$ cat src/rtl/feather_pkg.sv
// Shared types and constants for the feather fetch front end.
package feather_pkg;

  localparam int unsigned PC_WIDTH    = 8;
  localparam int unsigned INSTR_WIDTH = 32;
  localparam logic [PC_WIDTH-1:0] PC_STEP = 8'd4;

  typedef enum logic {
    FETCH,
    HALTED
  } fetch_state_t;

endpackage

$ cat src/rtl/fetch_out_reg.sv
// Valid/ready output register holding a fetched instruction and its address.
module fetch_out_reg
  import feather_pkg::*;
(
  input  logic                   clk_i,
  input  logic                   rst_i,
  input  logic                   flush_i,
  input  logic                   load_i,
  input  logic                   ready_i,
  input  logic [INSTR_WIDTH-1:0] instr_i,
  input  logic [PC_WIDTH-1:0]    pc_i,
  output logic [INSTR_WIDTH-1:0] instr_o,
  output logic [PC_WIDTH-1:0]    pc_o,
  output logic                   valid_o
);

  logic [INSTR_WIDTH-1:0] instr_q;
  logic [PC_WIDTH-1:0]    pc_q;
  logic                   valid_q;

  always_ff @(posedge clk_i) begin
    if (rst_i) begin
      valid_q <= 1'b0;
      instr_q <= '0;
      pc_q    <= '0;
    end else begin
      // Flush wins over a load or a pending transfer.
      if (flush_i) begin
        valid_q <= 1'b0;
      end else if (load_i) begin
        valid_q <= 1'b1;
      end else if (ready_i) begin
        valid_q <= 1'b0;
      end
      if (load_i && !flush_i) begin
        instr_q <= instr_i;
        pc_q    <= pc_i;
      end
    end
  end

  assign instr_o = instr_q;
  assign pc_o    = pc_q;
  assign valid_o = valid_q;

endmodule

$ cat src/rtl/fetch_unit.sv
// Instruction fetch: PC register, FETCH/HALTED control and a one-entry output slot.
module fetch_unit
  import feather_pkg::*;
#(
  parameter logic [PC_WIDTH-1:0] RESET_PC = 8'h00
) (
  input  logic                   clk_i,
  input  logic                   rst_i,
  output logic [PC_WIDTH-1:0]    pc_o,
  input  logic [INSTR_WIDTH-1:0] instr_mem_i,
  input  logic                   redirect_i,
  input  logic [PC_WIDTH-1:0]    redirect_pc_i,
  input  logic                   halt_i,
  output logic [INSTR_WIDTH-1:0] instr_o,
  output logic [PC_WIDTH-1:0]    instr_pc_o,
  output logic                   valid_o,
  input  logic                   ready_i
);

  fetch_state_t        state_q;
  logic [PC_WIDTH-1:0] pc_q;
  logic                slot_free;
  logic                load;
  logic                unused_redirect_lsb;

  // Redirect targets are forced to word alignment, so the low bits are dropped.
  assign unused_redirect_lsb = ^redirect_pc_i[1:0];

  assign slot_free = !valid_o || ready_i;
  assign load      = (state_q == FETCH) && !redirect_i && !halt_i && slot_free;

  always_ff @(posedge clk_i) begin
    if (rst_i) begin
      pc_q    <= RESET_PC;
      state_q <= FETCH;
    end else if (redirect_i) begin
      pc_q    <= {redirect_pc_i[PC_WIDTH-1:2], 2'b00};
      state_q <= FETCH;
    end else begin
      unique case (state_q)
        FETCH: begin
          if (halt_i) begin
            state_q <= HALTED;
          end else if (slot_free) begin
            pc_q <= pc_q + PC_STEP;
          end
        end
        HALTED: begin
          state_q <= HALTED;
        end
        default: state_q <= FETCH;
      endcase
    end
  end

  assign pc_o = pc_q;

  fetch_out_reg u_out (
    .clk_i   (clk_i),
    .rst_i   (rst_i),
    .flush_i (redirect_i),
    .load_i  (load),
    .ready_i (ready_i),
    .instr_i (instr_mem_i),
    .pc_i    (pc_q),
    .instr_o (instr_o),
    .pc_o    (instr_pc_o),
    .valid_o (valid_o)
  );

endmodule

$ cat config.mk
export PLATFORM = sky130hd
export DESIGN_NAME = fetch_unit
export DESIGN_NICKNAME = d
export VERILOG_FILES = /design/src/rtl/feather_pkg.sv /design/src/rtl/fetch_out_reg.sv /design/src/rtl/fetch_unit.sv
export SDC_FILE = /design/constraint.sdc
export NUM_CORES = 1
export LEC_CHECK = 0
export CAP_MARGIN = 20
export CORE_ASPECT_RATIO = 0.9
export CORE_MARGIN = 2
export CORE_UTILIZATION = 40
export DETAILED_ROUTE_END_ITERATION = 7
export DONT_BUFFER_PORTS = 1
export GPL_ROUTABILITY_DRIVEN = 0
export PLACE_DENSITY = 0.66
export RECOVER_POWER = 100
export REMOVE_ABC_BUFFERS = 1
export SKIP_LAST_GASP = 1
export SYNTH_ARGS = -nofsm -noshare
export SYNTH_HDL_FRONTEND = slang
export SYNTH_SLANG_ARGS = --single-unit
$ cat constraint.sdc
create_clock -name clk_i -period 1.3 [get_ports clk_i]
set_clock_uncertainty 0.15 [all_clocks]
set_input_delay 0 -clock clk_i [delete_from_list [all_inputs] [get_ports clk_i]]
set_output_delay 0 -clock clk_i [all_outputs]
set_load 0.005 [all_outputs]
==> results of run 1 <==
## sequential cells by signal, indices dropped and copies added, names as in the netlist
| register | count |
|---|---|
| u_out.instr_o | 32 |
| u_out.pc_o | 6 |
| pc_o | 6 |
| u_out.valid_o | 1 |
| state_q | 1 |
## worst register-to-register path: cells and delay by family (launching register included)
kind | cells | cell delay, ns
flops | 1 | 0.37
buf+inv | 2 | 0.32
simple gates | 2 | 0.36
compound gates | 1 | 0.13
## placed cells by master, fill, tap and decap left out, types with 2 or more instances in the layout
cell	synthesis	layout
a21oi_1	43	24
a21oi_2	0	19
and3_1	4	4
buf_4	7	11
buf_6	3	7
clkbuf_16	0	3
clkbuf_8	0	6
conb_1	1	4
dfxtp_1	46	44
inv_1	5	5
nand2_1	78	68
nand2_2	0	8
nand2_4	0	2
nand3_2	0	2
nor3_1	3	3
o21a_1	5	5
xnor2_1	5	4
## synthesized netlist by cell type
cell type,count
a211oi_1,1
a21oi_1,43
and3_1,4
buf_2,2
buf_4,7
buf_6,3
clkbuf_1,6
conb_1,1
dfxtp_1,46
ha_1,1
inv_1,5
nand2_1,78
nand2b_1,1
nand3_1,3
nand3b_1,1
nand4b_1,1
nor2_1,1
nor2_2,1
nor2b_1,2
nor3_1,3
nor4_4,1
o21a_1,5
xnor2_1,5
## cell families after synthesis
logic type / share of synthesized area
and+or+nand+nor: 0.231
xor gates and xnor gates: 0.0244
adders and majority gates: 0.00698
buffers and inverters: 0.0768
other: 0.00209
AOI/OAI and AO/OA: 0.145
DFF: 0.514
## worst max path at each step
stage                              from           endpoint  slack, ns  cells past startpoint
after floorplan           u_out.valid_o   u_out.instr_o[0]      -0.54                      4
after global placement          state_q   u_out.instr_o[5]      -0.13                      5
after detailed placement  u_out.valid_o  u_out.instr_o[12]      -0.13                      6
after CTS                       state_q  u_out.instr_o[16]      -0.05                      6
after global routing      u_out.valid_o  u_out.instr_o[23]      -0.19                      5
final                           state_q  u_out.instr_o[23]      -0.11                      5
## timing repair
item | CTS | global route
pin swaps | 4 | 17
setup endpoints to repair | 44 | 44
cloned | 3 | 3
buffers inserted | 5 | 2
resized for setup | 17 | 47
hold endpoints to repair | 46 | 46
## routing by layer
metal / wire length, µm / GRT usage / up-vias
met1: 1820 / 0.185 / 684
met4: 27 / 0.0402 / 0
met2: 2160 / 0.247 / 55
met3: 392 / 0.0657 / 4
li1: - / - / 747
met5: 0 / 0 / -
## stage by stage
step | TNS (ns) | hold WS, ns | total power [mW]
after global placement | -5.04 | -0.0762 | 1.77
after detailed placement | -4.61 | -0.0749 | 1.78
final | -2.81 | -0.384 | 2.76
after CTS | -0.927 | -0.395 | 2.73
after floorplan | -20.73 | -0.0809 | 1.70
after global routing | -6.62 | -0.401 | 2.88
## area by class of cell
class | instances | area, µm² | area share
inverter | 5 | 18.8 | 0.00815
sequential | 46 | 926 | 0.402
clock inverter | 2 | 12.5 | 0.00543
timing repair buffer | 23 | 272 | 0.118
tap | 62 | 77.6 | 0.0337
clock buffer | 6 | 82.6 | 0.0359
multi-input combinational | 155 | 915 | 0.397
## power groups by stage
| stage | sequential (mW) | combinational [mW] | clock, mW |
|---|---|---|---|
| finish | 1.53 | 0.329 | 0.899 |
| global route | 1.54 | 0.363 | 0.975 |
| CTS | 1.53 | 0.258 | 0.938 |
| detailed placement | 1.56 | 0.220 | 0 |
| global placement | 1.56 | 0.215 | 0 |
| floorplan | 1.56 | 0.140 | 0 |
==> metrics.cfg, run 1 <==
[detailed_routing]
dr_total_vias = 1490
ant_nets = 0
drt_wl_total_um = 4400
drt-vias-per-instance = 4.98
drt-pass1-iter-count = 4
wl_per_cell_um = 14.7
drt-initial-drc-count = 36
drc_errors = 0

[timing]
finalCriticalPeriod_ns = 1.41
setup_viol = 43
drv_slew = 0
fmax_mhz = 709
whs_ns = -0.384
period_share = 1.08
setup_ws_ns = -0.110
finalHoldViolations = 46
rsz0062_at_grt = yes

[run]
maxCapViolCount = 0

[cells_and_area]
fin_area_um2 = 2300
nNetsFinal = 282
fin_util = 0.527
drive_gt1_frac = 0.304
fillers = 433
area_growth_pct = 28.5
diodes = 0
fin_cells = 299

[place]
io_buffers = 0
hpwl_um = 2610
place_area_um2 = 1860
dp_cells = 281
post-place-ws_ns = -0.126

[cts]
cts_tree = done
cts_root_buf = clkbuf_8
clk-insertion-delay-late_ns = 0.29
cts-buffers-inserted = 5
ctsLongestPathBuffers = 2
cts.sinks = 46
path_clk_slew_ns = 0.09
htreeDepth = 2

[critical_path]
cp_slowest_cell = dfxtp_4
arrival_ns = 1.47
max_stage_delay_ns = 0.37
criticalPathCategory = flip-flop to flip-flop
critPathTopFamily = flip-flops
worstPathRequired_ns = 1.36
r2r_setup_slack_ns = -0.11
critPathMaxFanout = 5
cp-start-kind = flip-flop
reg2reg_from = state_q
end_kind = flip-flop
reg2reg_depth = 5
rr_endpoint = u_out.instr_o[23]
crit_chain = nor4_4 > buf_4 > buf_6 > nand2_1 > a21oi_1
critPathBufInv = 2

[floorplan]
row_count = 23
ioPinCount = 94
dieArea_um2 = 5030
initial_core_util = 0.410
core_area_um2 = 4370
die_w_um = 74.6
die_h_um = 67.5

[global_routing]
antenna_found_initial = 0
overflow = 0
grt_max_degree = 47
track_usage = 0.152
grt_pass1_wl_um = 5890
grt_pass1_vias = 1276

[power_and_ir_drop]
p_leak_nw = 0.852
pwr-share-clk = 0.326
internal_power_mw = 2.08
vdd_ir_drop_max_mv = 0.534
p_per_area_nw_per_um2 = 1200
power_frac_comb = 0.119
net-switching-power_mw = 0.683
seqPwrFrac = 0.555
p_sw_frac = 0.248

[synth]
ys_warn_count = 0
ys_types = 23
synthCells = 221
synth_top_area_share = 0.514
synth_area_um2 = 1790
syn_area_per_cell_um2 = 8.11
synth.top_cells.by_area = dfxtp_1 51%, nand2_1 16%, a21oi_1 12%
ys_seq_elements = 46
synth-seq-area-share = 0.514
synth_top_cell_by_area = dfxtp_1

[worst_hold_path]
hold_depth = 1
hold_path_end = u_out.pc_o[4]
min-delay-path-class = input port to flip-flop
worstHoldStart = rst_i

[status]
status = complete, but fails checks
violations = negative hold slack, negative setup slack

Note: power is estimated with default switching activity, not from simulation.
==> inputs of run 2 (changes only) <==
--- a/config.mk
+++ b/config.mk
@@ -6,5 +6,5 @@
 export NUM_CORES = 1
 export LEC_CHECK = 0
-export CAP_MARGIN = 20
+export CAP_MARGIN = 0
 export CORE_ASPECT_RATIO = 0.9
 export CORE_MARGIN = 2
==> constraint.sdc (replaced) <==
create_clock -name clk_i -period 1.3 [get_ports clk_i]
set_clock_uncertainty 0.15 [all_clocks]
set_input_delay 0.13 -clock clk_i [delete_from_list [all_inputs] [get_ports clk_i]]
set_output_delay 0.13 -clock clk_i [all_outputs]
set_load 0.005 [all_outputs]
==> metrics.cfg, run 2 (synthesis gave the netlist of run 1 again) <==
[status]
status = complete, but fails checks  ; unchanged
violations = negative hold slack, negative setup slack  ; unchanged

[worst_hold_path]
worstHoldStart = rst_i  ; unchanged
min-delay-path-class = input port to flip-flop  ; unchanged
hold_path_end = u_out.instr_o[17]  ; was u_out.pc_o[4]
hold_depth = 1  ; unchanged

[critical_path]
rr_endpoint = pc_o[7]  ; was u_out.instr_o[23]
critPathMaxFanout = 5  ; unchanged
worstPathRequired_ns = 1.34  ; was 1.36 ns
cp-start-kind = flip-flop  ; unchanged
criticalPathCategory = flip-flop to flip-flop  ; unchanged
arrival_ns = 1.41  ; was 1.47 ns
reg2reg_depth = 5  ; unchanged
end_kind = flip-flop  ; unchanged
r2r_setup_slack_ns = -0.07  ; was -0.11 ns
reg2reg_from = pc_o[2]  ; was state_q

[global_routing]
use_met3 = 0.0672  ; was 0.0657
grt.busiest_layer = met2  ; unchanged
use_met2 = 0.292  ; was 0.247
track_usage = 0.178  ; was 0.152
overflow = 0  ; unchanged
antenna_found_initial = 0  ; unchanged
grt_pass1_wl_um = 6750  ; was 5890 µm
globalRouteMet1Util = 0.219  ; was 0.185
grt_pass1_vias = 1443  ; was 1276
grt_max_degree = 47  ; unchanged

[cts]
cts_tree = done  ; unchanged
cts_root_buf = clkbuf_8  ; unchanged
clk-insertion-delay-late_ns = 0.29  ; about the same
path_clk_slew_ns = 0.08  ; was 0.09 ns
cts.sinks = 46  ; unchanged
htreeDepth = 2  ; unchanged
cts.hold.buffers_added = 1
ctsLongestPathBuffers = 2  ; unchanged
cts-buffers-inserted = 5  ; unchanged

[power_and_ir_drop]
p_per_area_nw_per_um2 = 1260  ; was 1200 nW/µm²
vdd_ir_drop_max_mv = 0.615  ; was 0.534 mV
p_leak_nw = 0.848  ; was 0.852 nW
p_total_mw = 2.92  ; was 2.76 mW

[timing]
fmax_mhz = 731  ; was 709 MHz
setup_ws_ns = -0.0671  ; was -0.110 ns
worst_slew_pin_slew_ns = 0.522
setup_viol = 29  ; was 43
finalCriticalPeriod_ns = 1.37  ; was 1.41 ns
drv_slew = 0  ; unchanged
period_share = 1.05  ; was 1.08
slew_headroom = 0.651
whs_ns = -0.249  ; was -0.384 ns
rsz0062_at_grt = yes  ; unchanged
finalHoldViolations = 46  ; unchanged

[place]
hpwl_um = 2510  ; was 2610 µm
place_area_um2 = 1860  ; unchanged
dp_cells = 281  ; unchanged
post-place-ws_ns = -0.144  ; was -0.126 ns
io_buffers = 0  ; unchanged

[detailed_routing]
drc_errors = 0  ; unchanged
drt_wl_total_um = 4790  ; was 4400 µm
drt-vias-per-instance = 5.03  ; was 4.98
dr_total_vias = 1534  ; was 1490
wl_per_cell_um = 15.7  ; was 14.7 µm
drt-pass1-iter-count = 4  ; unchanged
drt-initial-drc-count = 65  ; was 36
ant_nets = 0  ; unchanged

[floorplan]
row_count = 23  ; unchanged
die_h_um = 67.5  ; unchanged
core_area_um2 = 4370  ; unchanged
die_w_um = 74.6  ; unchanged
initial_core_util = 0.410  ; unchanged
dieArea_um2 = 5030  ; unchanged
ioPinCount = 94  ; unchanged

[cells_and_area]
diodes = 0  ; unchanged
drive_gt1_frac = 0.296  ; was 0.304
nNetsFinal = 288  ; was 282
largest_reg_flops = 32  ; unchanged
layout_common_cells = 66 x nand2_1, 44 x dfxtp_1, 27 x a21oi_1, 16 x a21oi_2, 14 x buf_6  ; was 68 x nand2_1, 44 x dfxtp_1, 24 x a21oi_1, 19 x a21oi_2, 11 x buf_4
fin_area_um2 = 2330  ; was 2300 µm²
fillers = 428  ; was 433
fin_cells = 305  ; was 299
area_growth_pct = 29.7  ; was 28.5%
layout_commonest_cell = nand2_1  ; unchanged

[run]
maxCapViolCount = 0  ; unchanged

## run 2: cell count changes in the layout (fill, tap and decap cells not counted), sizes merged
| cell | before | now |
|---|---|---|
| buf | 20 | 24 |
| bufinv | 0 | 1 |
| clkbuf | 9 | 11 |
| clkinv | 1 | 0 |
| clkinvlp | 1 | 0 |
| dlygate4sd3 | 0 | 1 |
## run 2: timing repair
action / in CTS / in global routing
setup buffers: 8 / 0
pin swaps: 16 / 11
setup endpoints to repair: 44 / 44
gates resized for setup: 39 / 32
hold endpoints to repair: 46 / 46
cloned: 7 / 1
## run 2: worst max-delay path by stage
| stage | to | depth (start not counted) | from |
|---|---|---|---|
| after floorplan | u_out.instr_o[0] | 4 | u_out.valid_o |
| after global placement | u_out.instr_o[14] | 5 | state_q |
| after detailed placement | u_out.instr_o[4] | 6 | u_out.valid_o |
| after CTS | u_out.instr_o[12] | 8 | u_out.valid_o |
| after global routing | pc_o[7] | 5 | pc_o[2] |
| final | pc_o[7] | 5 | pc_o[2] |
## run 2: per-layer routing
layer  wire length [µm]  vias to the layer above
li1                   -                      751
met1               2010                      723
met2               2330                       58
met3                433                        2
met4                 18                        0
met5                  0                        -
## run 2: final cells by class
type	instances	area [µm²]	share of cell area
Tap cell	62	77.6	0.0334
Multi-Input combinational cell	155	908	0.391
Sequential cell	46	923	0.397
Timing Repair Buffer	29	292	0.125
Clock buffer	7	76.3	0.0328
Clock inverter	1	30.0	0.0129
Inverter	5	18.8	0.00807
## run 2: worst max-delay path, cell delays in order, from the launching register on
cell and delay, ns:
dfxtp_1 0.42, buf_6 0.15, nand2_1 0.05, nand4b_1 0.19, xnor2_1 0.15, o21a_1 0.16
## run 2: where the power goes
part           internal [mW]  switching, mW
clock                  0.576          0.462
combinational          0.175          0.169
sequential              1.48         0.0591
total                   2.23          0.691
## run 2: through the flow
stage | util | TNS [ns]
2_1_floorplan | - | -20.73
3_3_place_gp | 0.425 | -3.80
3_5_place_dp | 0.425 | -4.29
4_1_cts | 0.501 | -0.863
5_1_grt | 0.532 | -3.90
6_report | 0.532 | -0.735
